<file path="config.mk">
export PLATFORM = sky130hd
export DESIGN_NAME = memory_bus_arbiter
export DESIGN_NICKNAME = d
export VERILOG_FILES = /design/src/rtl/memory_bus_arbiter_pkg.sv /design/src/rtl/rr_priority_pick.sv /design/src/rtl/memory_bus_arbiter.sv
export SDC_FILE = /design/constraint.sdc
export NUM_CORES = 1
export LEC_CHECK = 0
export CORE_AREA = 2 2 198 200
export DETAILED_ROUTE_END_ITERATION = 10
export DIE_AREA = 0 0 200 202
export PLACE_DENSITY = 0.61
export SETUP_SLACK_MARGIN = 0.15
export SLEW_MARGIN = 30
export SYNTH_ARGS = -nofsm -noshare
export SYNTH_HDL_FRONTEND = slang
export SYNTH_SLANG_ARGS = --single-unit
</file>
<file path="constraint.sdc">
create_clock -name clock -period 4.69 [get_ports clock]
set_clock_uncertainty 0.1 [all_clocks]
set_input_delay 1.1725 -clock clock [delete_from_list [all_inputs] [get_ports clock]]
set_output_delay 1.1725 -clock clock [all_outputs]
set_load 0.05 [all_outputs]
</file>
<file path="src/rtl/memory_bus_arbiter_pkg.sv">
// Shared types and helpers for memory_bus_arbiter.
// Struct field widths follow the package defaults, which the top uses as its parameter defaults.
package memory_bus_arbiter_pkg;

  localparam int unsigned STATS_WIDTH    = 16;
  localparam int unsigned PKG_ID_WIDTH   = 8;
  localparam int unsigned PKG_ADDR_WIDTH = 32;
  localparam int unsigned PKG_DATA_WIDTH = 24;

  typedef struct packed {
    logic [PKG_ID_WIDTH-1:0]   id;
    logic [PKG_ADDR_WIDTH-1:0] address;
    logic [PKG_DATA_WIDTH-1:0] data;
    logic                      write;
  } mem_req_t;

  typedef struct packed {
    logic [PKG_ID_WIDTH-1:0]   id;
    logic [PKG_DATA_WIDTH-1:0] data;
  } mem_rsp_t;

  function automatic logic [STATS_WIDTH-1:0] sat_inc(input logic [STATS_WIDTH-1:0] v);
    return (v == {STATS_WIDTH{1'b1}}) ? v : v + 1'b1;
  endfunction

endpackage

</file>
<file path="src/rtl/rr_priority_pick.sv">
// Combinational round-robin pick: first set request at or after ptr, wrapping at NUM_MASTERS.
module rr_priority_pick #(
  parameter int unsigned NUM_MASTERS = 4,
  parameter int unsigned IdxWidth    = (NUM_MASTERS > 1) ? $clog2(NUM_MASTERS) : 1
) (
  input  logic [NUM_MASTERS-1:0] req,
  input  logic [IdxWidth-1:0]    ptr,
  output logic [NUM_MASTERS-1:0] grant,
  output logic [IdxWidth-1:0]    grant_idx,
  output logic                   any
);

  always_comb begin
    int unsigned cand;
    logic        found;
    grant     = '0;
    grant_idx = '0;
    found     = 1'b0;
    cand      = 0;
    for (int unsigned k = 0; k < NUM_MASTERS; k++) begin
      cand = (32'(ptr) + k) % NUM_MASTERS;
      if (!found && req[cand]) begin
        found       = 1'b1;
        grant[cand] = 1'b1;
        grant_idx   = IdxWidth'(cand);
      end
    end
    any = found;
  end

endmodule

</file>
<file path="src/rtl/memory_bus_arbiter.sv">
// Round-robin request arbiter and ID-routed response demux for one shared memory slave port.
// Optional counters (grantCount, stallCycles) enabled by MEMORY_BUS_ARBITER_STATS_EN.
module memory_bus_arbiter
  import memory_bus_arbiter_pkg::*;
#(
  parameter int unsigned NUM_MASTERS     = 4,
  parameter int unsigned DATA_WIDTH      = PKG_DATA_WIDTH,
  parameter int unsigned ADDRESS_WIDTH   = PKG_ADDR_WIDTH,
  parameter int unsigned MASTER_ID_WIDTH = PKG_ID_WIDTH,
  parameter logic [MASTER_ID_WIDTH-1:0] MASTER_ID_BASE = 8'd4
) (
  input  logic                                   clock,
  input  logic                                   reset,
  input  logic [NUM_MASTERS*MASTER_ID_WIDTH-1:0] umsID,
  input  logic [NUM_MASTERS*ADDRESS_WIDTH-1:0]   umsAddress,
  input  logic [NUM_MASTERS*DATA_WIDTH-1:0]      umsData,
  input  logic [NUM_MASTERS-1:0]                 umsWrite,
  input  logic [NUM_MASTERS-1:0]                 umsValid,
  output logic [NUM_MASTERS-1:0]                 umsTaken,
  output logic [NUM_MASTERS*MASTER_ID_WIDTH-1:0] usmID,
  output logic [NUM_MASTERS*DATA_WIDTH-1:0]      usmData,
  output logic [NUM_MASTERS-1:0]                 usmValid,
  input  logic [NUM_MASTERS-1:0]                 usmTaken,
  output logic [MASTER_ID_WIDTH-1:0]             msID,
  output logic [ADDRESS_WIDTH-1:0]               msAddress,
  output logic [DATA_WIDTH-1:0]                  msData,
  output logic                                   msWrite,
  output logic                                   msValid,
  input  logic                                   msTaken,
  input  logic [MASTER_ID_WIDTH-1:0]             smID,
  input  logic [DATA_WIDTH-1:0]                  smData,
  input  logic                                   smValid,
  output logic                                   smTaken,
  output logic                                   routeError
`ifdef MEMORY_BUS_ARBITER_STATS_EN
  ,
  output logic [NUM_MASTERS*STATS_WIDTH-1:0]     grantCount,
  output logic [STATS_WIDTH-1:0]                 stallCycles
`endif
);

  localparam int unsigned IdxWidth = (NUM_MASTERS > 1) ? $clog2(NUM_MASTERS) : 1;

  // Request channel
  mem_req_t                ms_q;
  mem_req_t                req_sel;
  logic                    ms_valid_q;
  logic [IdxWidth-1:0]     ptr_q;
  logic [NUM_MASTERS-1:0]  grant;
  logic [IdxWidth-1:0]     grant_idx;
  logic                    grant_any;
  logic                    slot_free;

  rr_priority_pick #(
    .NUM_MASTERS(NUM_MASTERS),
    .IdxWidth   (IdxWidth)
  ) u_pick (
    .req      (umsValid),
    .ptr      (ptr_q),
    .grant    (grant),
    .grant_idx(grant_idx),
    .any      (grant_any)
  );

  assign slot_free = !ms_valid_q || msTaken;
  assign umsTaken  = (!reset && slot_free) ? grant : '0;

  always_comb begin
    req_sel         = '0;
    req_sel.id      = umsID[grant_idx*MASTER_ID_WIDTH +: MASTER_ID_WIDTH];
    req_sel.address = umsAddress[grant_idx*ADDRESS_WIDTH +: ADDRESS_WIDTH];
    req_sel.data    = umsData[grant_idx*DATA_WIDTH +: DATA_WIDTH];
    req_sel.write   = umsWrite[grant_idx];
  end

  always_ff @(posedge clock) begin
    if (reset) begin
      ms_q       <= '0;
      ms_valid_q <= 1'b0;
      ptr_q      <= '0;
    end else if (slot_free) begin
      ms_valid_q <= grant_any;
      if (grant_any) begin
        ms_q  <= req_sel;
        ptr_q <= (grant_idx == IdxWidth'(NUM_MASTERS - 1)) ? '0 : grant_idx + 1'b1;
      end
    end
  end

  assign msID      = ms_q.id;
  assign msAddress = ms_q.address;
  assign msData    = ms_q.data;
  assign msWrite   = ms_q.write;
  assign msValid   = ms_valid_q;

  // Response channel
  mem_rsp_t                   usm_q [NUM_MASTERS];
  logic [NUM_MASTERS-1:0]     usm_valid_q;
  logic [NUM_MASTERS-1:0]     usm_free;
  logic [MASTER_ID_WIDTH-1:0] rsp_off;
  logic [IdxWidth-1:0]        rsp_idx;
  logic                       rsp_in_range;
  logic                       rsp_accept;
  logic                       route_err_q;

  assign usm_free     = ~usm_valid_q | usmTaken;
  assign rsp_off      = smID - MASTER_ID_BASE;
  assign rsp_in_range = (smID >= MASTER_ID_BASE) && (32'(rsp_off) < NUM_MASTERS);
  assign rsp_idx      = IdxWidth'(rsp_off);
  assign rsp_accept   = smValid && rsp_in_range && usm_free[rsp_idx];
  // Unowned IDs are always taken so a bad beat can never wedge the downstream port.
  assign smTaken      = !reset && smValid && (!rsp_in_range || usm_free[rsp_idx]);

  always_ff @(posedge clock) begin
    if (reset) begin
      usm_valid_q <= '0;
      route_err_q <= 1'b0;
      for (int unsigned i = 0; i < NUM_MASTERS; i++) begin
        usm_q[i] <= '0;
      end
    end else begin
      if (smValid && !rsp_in_range) begin
        route_err_q <= 1'b1;
      end
      for (int unsigned i = 0; i < NUM_MASTERS; i++) begin
        if (rsp_accept && (rsp_idx == IdxWidth'(i))) begin
          usm_valid_q[i]  <= 1'b1;
          usm_q[i].id     <= smID;
          usm_q[i].data   <= smData;
        end else if (usmTaken[i]) begin
          usm_valid_q[i] <= 1'b0;
        end
      end
    end
  end

  for (genvar g = 0; g < NUM_MASTERS; g++) begin : g_usm_out
    assign usmID[g*MASTER_ID_WIDTH +: MASTER_ID_WIDTH] = usm_q[g].id;
    assign usmData[g*DATA_WIDTH +: DATA_WIDTH]         = usm_q[g].data;
  end

  assign usmValid   = usm_valid_q;
  assign routeError = route_err_q;

`ifdef MEMORY_BUS_ARBITER_STATS_EN
  logic [STATS_WIDTH-1:0] grant_cnt_q [NUM_MASTERS];
  logic [STATS_WIDTH-1:0] stall_q;

  always_ff @(posedge clock) begin
    if (reset) begin
      stall_q <= '0;
      for (int unsigned i = 0; i < NUM_MASTERS; i++) begin
        grant_cnt_q[i] <= '0;
      end
    end else begin
      if (ms_valid_q && !msTaken) begin
        stall_q <= sat_inc(stall_q);
      end
      for (int unsigned i = 0; i < NUM_MASTERS; i++) begin
        if (umsTaken[i]) begin
          grant_cnt_q[i] <= sat_inc(grant_cnt_q[i]);
        end
      end
    end
  end

  for (genvar g = 0; g < NUM_MASTERS; g++) begin : g_stat_out
    assign grantCount[g*STATS_WIDTH +: STATS_WIDTH] = grant_cnt_q[g];
  end
  assign stallCycles = stall_q;
`endif

endmodule

</file>
Yosys cells after proc, flatten, opt, wreduce, memory -nomap -nowiden --
Memories as Yosys holds them, arrays and structs flattened. Index checks and enable logic that the tools add are counted.
Storage, ports and cells: word-level logic and storage cells 146, bits of input ports 304, memory bits (read-only) 0, bits in latches 0, RAM bits 128, register bits after elaboration 73, memories 1, output and inout bits 204
Operators by class: equal/unequal tests 4, multipliers 1, div/mod/pow operators 0, bitwise gates (word level) 13, mux-type cells 64, shifts and indexed selects 3, reductions and logical operators 32, add/subtract/negate cells 5, order comparisons 12
Memory list:
- usm_q | depth 4, bits a word 32, rd ports 4, clocked after Yosys merged registers in 0, write ports 4, line memory_bus_arbiter.sv:97 | mem_rsp_t usm_q [NUM_MASTERS];
Operators by type and width (number):
- $shiftx 128x8->32 | 1
- $mux 24 | 4
- $shiftx 96x8->24 | 1
- $mux 1 | 36
- $mux 8 | 4
- $shiftx 32x6->8 | 1
- $mux 4 | 5
- $logic_and 1x1->1 | 18
- $lt 2x3->1 const B | 6
- $or 4x4->4 | 4
- $bmux 1 s2 | 6
- $mux 2 | 5
- $demux 1 s2 | 4
- $ge 2x1->1 const B | 4
- $ge 8x3->1 const B | 1
- $lt 8x3->1 const B | 1
- $or 1x1->1 | 8
- $reduce_bool 2->1 | 4
- $sub 8x3->8 const B | 1
- $eq 2x2->1 const B | 3
- $logic_not 1->1 | 6
- $add 2x1->2 const B | 2
- $add 2x2->2 const B | 2
- $mul 2x2->4 const B | 1
- 5 further kinds | 6

Longest topological paths before layout --
Gate-level depths: netlist of the first run.
word-level depth 14, gate-level depth with buffers 13, mapped depth without buffers 8

Cells and area by module --
From an unflattened synthesis of the first run, not the netlist that was laid out.
Unflattened totals: cells, all modules 601, area total of the unflattened synthesis 8797.2 um^2
By module, submodules not included:
- memory_bus_arbiter | seq. area each 5305.1 um^2, cells an instance 556, times used 1, area each 8374.3 um^2
- rr_priority_pick | seq. area each 0.0 um^2, cells an instance 45, times used 1, area each 422.9 um^2

Worst setup path after synthesis of the first run --
OpenSTA, ideal clock, no wires.
path type in2reg, from input smID[3], to memory usm_q[2][0] (netlist name), enable pin, library setup time 0.466 ns, data arrival time 4.493 ns, stages on the path 4, path buffers 0, required time 4.124 ns, path slack -0.369 ns, cells stage by stage or4b_1 > nor3_1 > nand3_1 > o21ai_0
RTL lines:
- from (decl) | line memory_bus_arbiter.sv:30 | input logic [MASTER_ID_WIDTH-1:0] smID,
- to (decl) | line memory_bus_arbiter.sv:97

Worst setup path after layout of the first run --
from input umsValid[0], to output umsTaken[2]
Between the ends: longest elaborated chain between the ends 13, elaborated cells on any way between the ends 25, classes of those cells mux (16); bitwise (3); reduce/logical (6)
Ends and longest elaborated chain:
- from (decl) | line memory_bus_arbiter.sv:18 | input logic [NUM_MASTERS-1:0] umsValid,
- $bmux 1 s2 | line rr_priority_pick.sv:22 | if (!found && req[cand]) begin
- $mux 1 (implied by the code) | line rr_priority_pick.sv:22
- $mux 1 | line rr_priority_pick.sv:22
- $logic_not 1->1 | line rr_priority_pick.sv:22
- $logic_and 1x1->1 | line rr_priority_pick.sv:22
- $mux 1 | line rr_priority_pick.sv:22
- $logic_not 1->1 | line rr_priority_pick.sv:22
- $logic_and 1x1->1 | line rr_priority_pick.sv:22
- $mux 1 | line rr_priority_pick.sv:22
- $logic_not 1->1 | line rr_priority_pick.sv:22
- $logic_and 1x1->1 | line rr_priority_pick.sv:22
- $mux 4 (*) | line rr_priority_pick.sv:22
- $mux 4 (*) | line memory_bus_arbiter.sv:66 | assign umsTaken = (!reset && slot_free) ? grant : '0;
- to (decl) | line memory_bus_arbiter.sv:19 | output logic [NUM_MASTERS-1:0] umsTaken,
Mark *: on every way between the ends. The rest lies on a longest branch, timed or not. The select of a mux whose other input is x is not followed.

==> results of run 1 <==
layer usage:
metal  share of wire, %  vias up
li1                   -     5263
met3                9.8       74
met1                 38     5507
met2                 49      550
met5              0.084        -
met4                2.8        6
area by class of cell:
| class | instances | area (um2) | share of cell area, % |
|---|---|---|---|
| multi-input combinational | 804 | 6140 | 33.3 |
| sequential | 201 | 5310 | 28.8 |
| timing repair buffer | 541 | 5460 | 29.6 |
| clock buffer | 26 | 629 | 3.41 |
| tap | 518 | 648 | 3.51 |
| antenna | 10 | 25.0 | 0.136 |
| inverter | 11 | 41.3 | 0.224 |
| clock inverter | 15 | 188 | 1.02 |
tightest hold or removal path, cell delays in order, from the launching register on:
cell and delay (ns):
sky130_fd_sc_hd__dfxtp_1 0.34, sky130_fd_sc_hd__a21oi_1 0.05, sky130_fd_sc_hd__nor2_1 0.08
metrics by stage:
stage	instances	setup TNS [ns]
global route	2125	0
finish	2126	0
floorplan	1141	-23.59
global placement	2075	0
CTS	2116	0
detailed placement	2075	0
power groups by stage:
stage                     logic [mW]  clock network [mW]  registers (mW)
after floorplan                 2.86                   0            3.39
after global routing            5.96                2.08            2.39
after detailed placement        5.66                   0            2.38
after global placement          5.62                   0            2.38
final                           5.64                1.98            2.36
after CTS                       5.69                2.02            2.36
synthesized netlist by cell type, types with 7 or more instances:
cell type	number	area, um2
sky130_fd_sc_hd__nand3_1	70	350
sky130_fd_sc_hd__a221o_1	65	651
sky130_fd_sc_hd__o211ai_1	39	293
sky130_fd_sc_hd__inv_1	11	41.3
sky130_fd_sc_hd__buf_2	17	85.1
sky130_fd_sc_hd__clkbuf_1	92	345
sky130_fd_sc_hd__mux2i_1	133	1330
sky130_fd_sc_hd__and2_1	96	601
sky130_fd_sc_hd__o211ai_2	28	350
sky130_fd_sc_hd__nand2_1	69	259
sky130_fd_sc_hd__a41oi_1	65	569
sky130_fd_sc_hd__ha_1	7	87.6
sky130_fd_sc_hd__nor2_1	21	78.8
sky130_fd_sc_hd__and3_1	65	407
sky130_fd_sc_hd__nand3b_1	66	495
sky130_fd_sc_hd__dfxtp_1	73	1460
sky130_fd_sc_hd__edfxtp_1	128	3840
logic make-up (layout without fill, tap and decap cells):
group                    Yosys count  in the layout
flip-flops                       201            201
AO/OA/AOI/OAI                    232            232
other                              1             34
multiplexers                     136            136
buffers and inverters            136            593
adder cells (fa/ha/maj)            7              7
AND/OR/NAND/NOR                  404            404
XOR/XNOR                           1              1
final timing paths:
check	from	endpoint	slack [ns]	depth (start not counted)
max	umsValid[0]	umsTaken[2]	0.29	9
min	routeError$_SDFFE_PP0P_	routeError$_SDFFE_PP0P_	0.40	2
max reg2reg	ptr_q[1]$_SDFFE_PP0P_	msData[8]$_SDFFE_PP0P_	1.24	10
min reg2reg	routeError$_SDFFE_PP0P_	routeError$_SDFFE_PP0P_	0.40	2
sequential cells by signal (all words and copies together) (netlist names), named ones only:
| register | flops |
|---|---|
| usmValid | 4 |
| msData | 24 |
| msWrite | 1 |
| msAddress | 32 |
| routeError | 1 |
| msValid | 1 |
| msID | 8 |
| usm_q | 128 |
| ptr_q | 1 |
==> reports/results.ini, run 1 <==
[pwr]
cellPowerDensity_nw_per_um2=541
sequentialPowerShare_pct=23.7
total_switching_power_mw=4.42
power.share.combinational_pct=56.5
ir_worst_vdd_mv=0.506
clkPwrFrac_pct=19.8
power.share.switching_pct=44.3
cellLeakagePower_nw=6.90
power_mw=9.97
power.internal_mw=5.55

[layout]
areaGrowthSynthToFinish_pct=56.2
final_cell_area_um2=18400
fillers=3500
final_net_count=1894
layout.cells.most_common=sky130_fd_sc_hd__clkdlybuf4s50_1
most_used_cells_in_the_layout_excluding_fill_and_tap_cells=sky130_fd_sc_hd__clkdlybuf4s50_1, sky130_fd_sc_hd__mux2i_1, sky130_fd_sc_hd__edfxtp_1, sky130_fd_sc_hd__and2_1, sky130_fd_sc_hd__dfxtp_1
fraction_of_layout_instances_using_a_drive_strength_above_1_pct=8.26
postLayoutCoreUtil_pct=48.2

[synthesis]
muxShareOfSynthArea_pct=11.8
synth_edf_count=128
synthesis.area_per_instance_um2=10.6
synth_sequential_area_ratio_pct=44.9
synth_compound_gate_area_share_pct=17.9
ys_seq_elements=201
postSynthCellCount=1118
synth_cell_type_count=46
dominant_combinational_cell_family_by_area_after_synthesis=simple AND/OR/NAND/NOR gates
synthSimpleGateAreaFrac_pct=19.5
synth_flop_cell=sky130_fd_sc_hd__edfxtp_1
synth.yosys.warnings=0
synth-async-reset-ratio_pct=0
post_synth_xor_area_fraction_pct=0.0742
mappedNetlistArea_um2=11800
post_synth_fa_ha_maj_area_fraction_pct=0.742

[worst_setup_path]
worst_path_largest_cell_delay_ns=0.51
crit_path_end_kind=output port
crit_path_cell_trace=clkdlybuf4s50_1 -> buf_4 -> nor2_1 -> a22oi_1 -> o32a_1 -> a21oi_2 -> a221oi_1 -> nor2_2 -> buf_12
critical_path.top_delay_family=compound AO/OA/AOI/OAI gates
critPathBufInv=3
setup.worst_path.start_class=input port
worst_ep_required_time_ns=3.42
crit_fanout=10
worst-setup-path-type=input port to output port
crit_slowest_cell=sky130_fd_sc_hd__clkdlybuf4s50_1
data_arrival_time_of_the_critical_path_ns=3.12

[clocking]
cts_buffer_depth=3
worst_skew_pair.late_latency_ns=0.54
cts_root_buf=sky130_fd_sc_hd__clkbuf_16
h-tree-depth=1
postCtsSetupBuffers=0
cts_bufs_inserted=24
ctsResizeCount=0
path_clk_slew_ns=0.06
number_of_sinks_handled_by_clock_tree_synthesis=201
cts_tree=built
cts_hold_buffers=0

[grt]
grt_pass1_wl_um=69900
grt_remaining_overflow=0
initial_antenna_violation_count=13
m3_gr_usage_pct=6.54
grt_pass1_vias=11300
globalRoute.busiestLayer=met2
grt_max_degree=132
grt.met2_usage_pct=38.6
use_met1_pct=26.6
grt_use_total_pct=22.4

[sta]
finalMaxSlewViolations=0
timing.slew.headroom_pct=41.7
worst_pin_slew_ns=0.874
setup_violations=0
fin_crit_sh_pct=93.8
rsz0062_at_grt=no
hold_slack_ns=0.402
setup_ws_ns=0.293
max_freq_mhz=227
timing_hold_violations_final=0
layout_min_cycle_time_ns=4.40

[die]
start_util_pct=30.8
design.core.area_um2=38300
die-height_um=202
row_count=72
die_x_um=200
ioPinCount=508
die_area_um2=40400

[route]
totalWireLength_um=47400
detail_route.drc_violations=0
routed_wire_length_per_instance_um=22.3
drt_first_iter_violations=745
ant_nets=0
drt_pass1_iterations=6
route.detailed.vias_per_inst=5.36
dr_total_vias=11400

[place]
placed_area_um2=17600
io_port_bufs=507
gp_routability_congestion=0.873
dp_worst_setup_slack_ns=0.299
hpwl_um=32500

[hold_path]
worst_hold_path_type=flip-flop to flip-flop

[run_status]
run_status=completed

[run]
drv_cap=0

No activity file was read; power rests on OpenSTA's default activity.
==> inputs of run 2 (changes only) <==
--- a/config.mk
+++ b/config.mk
@@ -8,6 +8,7 @@
 export CORE_AREA = 2 2 198 200
 export DETAILED_ROUTE_END_ITERATION = 10
 export DIE_AREA = 0 0 200 202
+export GPL_ROUTABILITY_DRIVEN = 0
 export PLACE_DENSITY = 0.61
 export SETUP_SLACK_MARGIN = 0.15
 export SLEW_MARGIN = 30
==> results of run 2 <==
Same layout as run 1: the final DEF is identical, and so are final timing and power.
==> inputs of run 3 (changes only) <==
--- a/config.mk
+++ b/config.mk
@@ -9,6 +9,7 @@
 export DETAILED_ROUTE_END_ITERATION = 10
 export DIE_AREA = 0 0 200 202
 export GPL_ROUTABILITY_DRIVEN = 0
+export HOLD_SLACK_MARGIN = 0.06
 export PLACE_DENSITY = 0.61
 export SETUP_SLACK_MARGIN = 0.15
 export SLEW_MARGIN = 30
==> results of run 3 <==
Same layout as run 1: the final DEF is identical, and so are final timing and power.
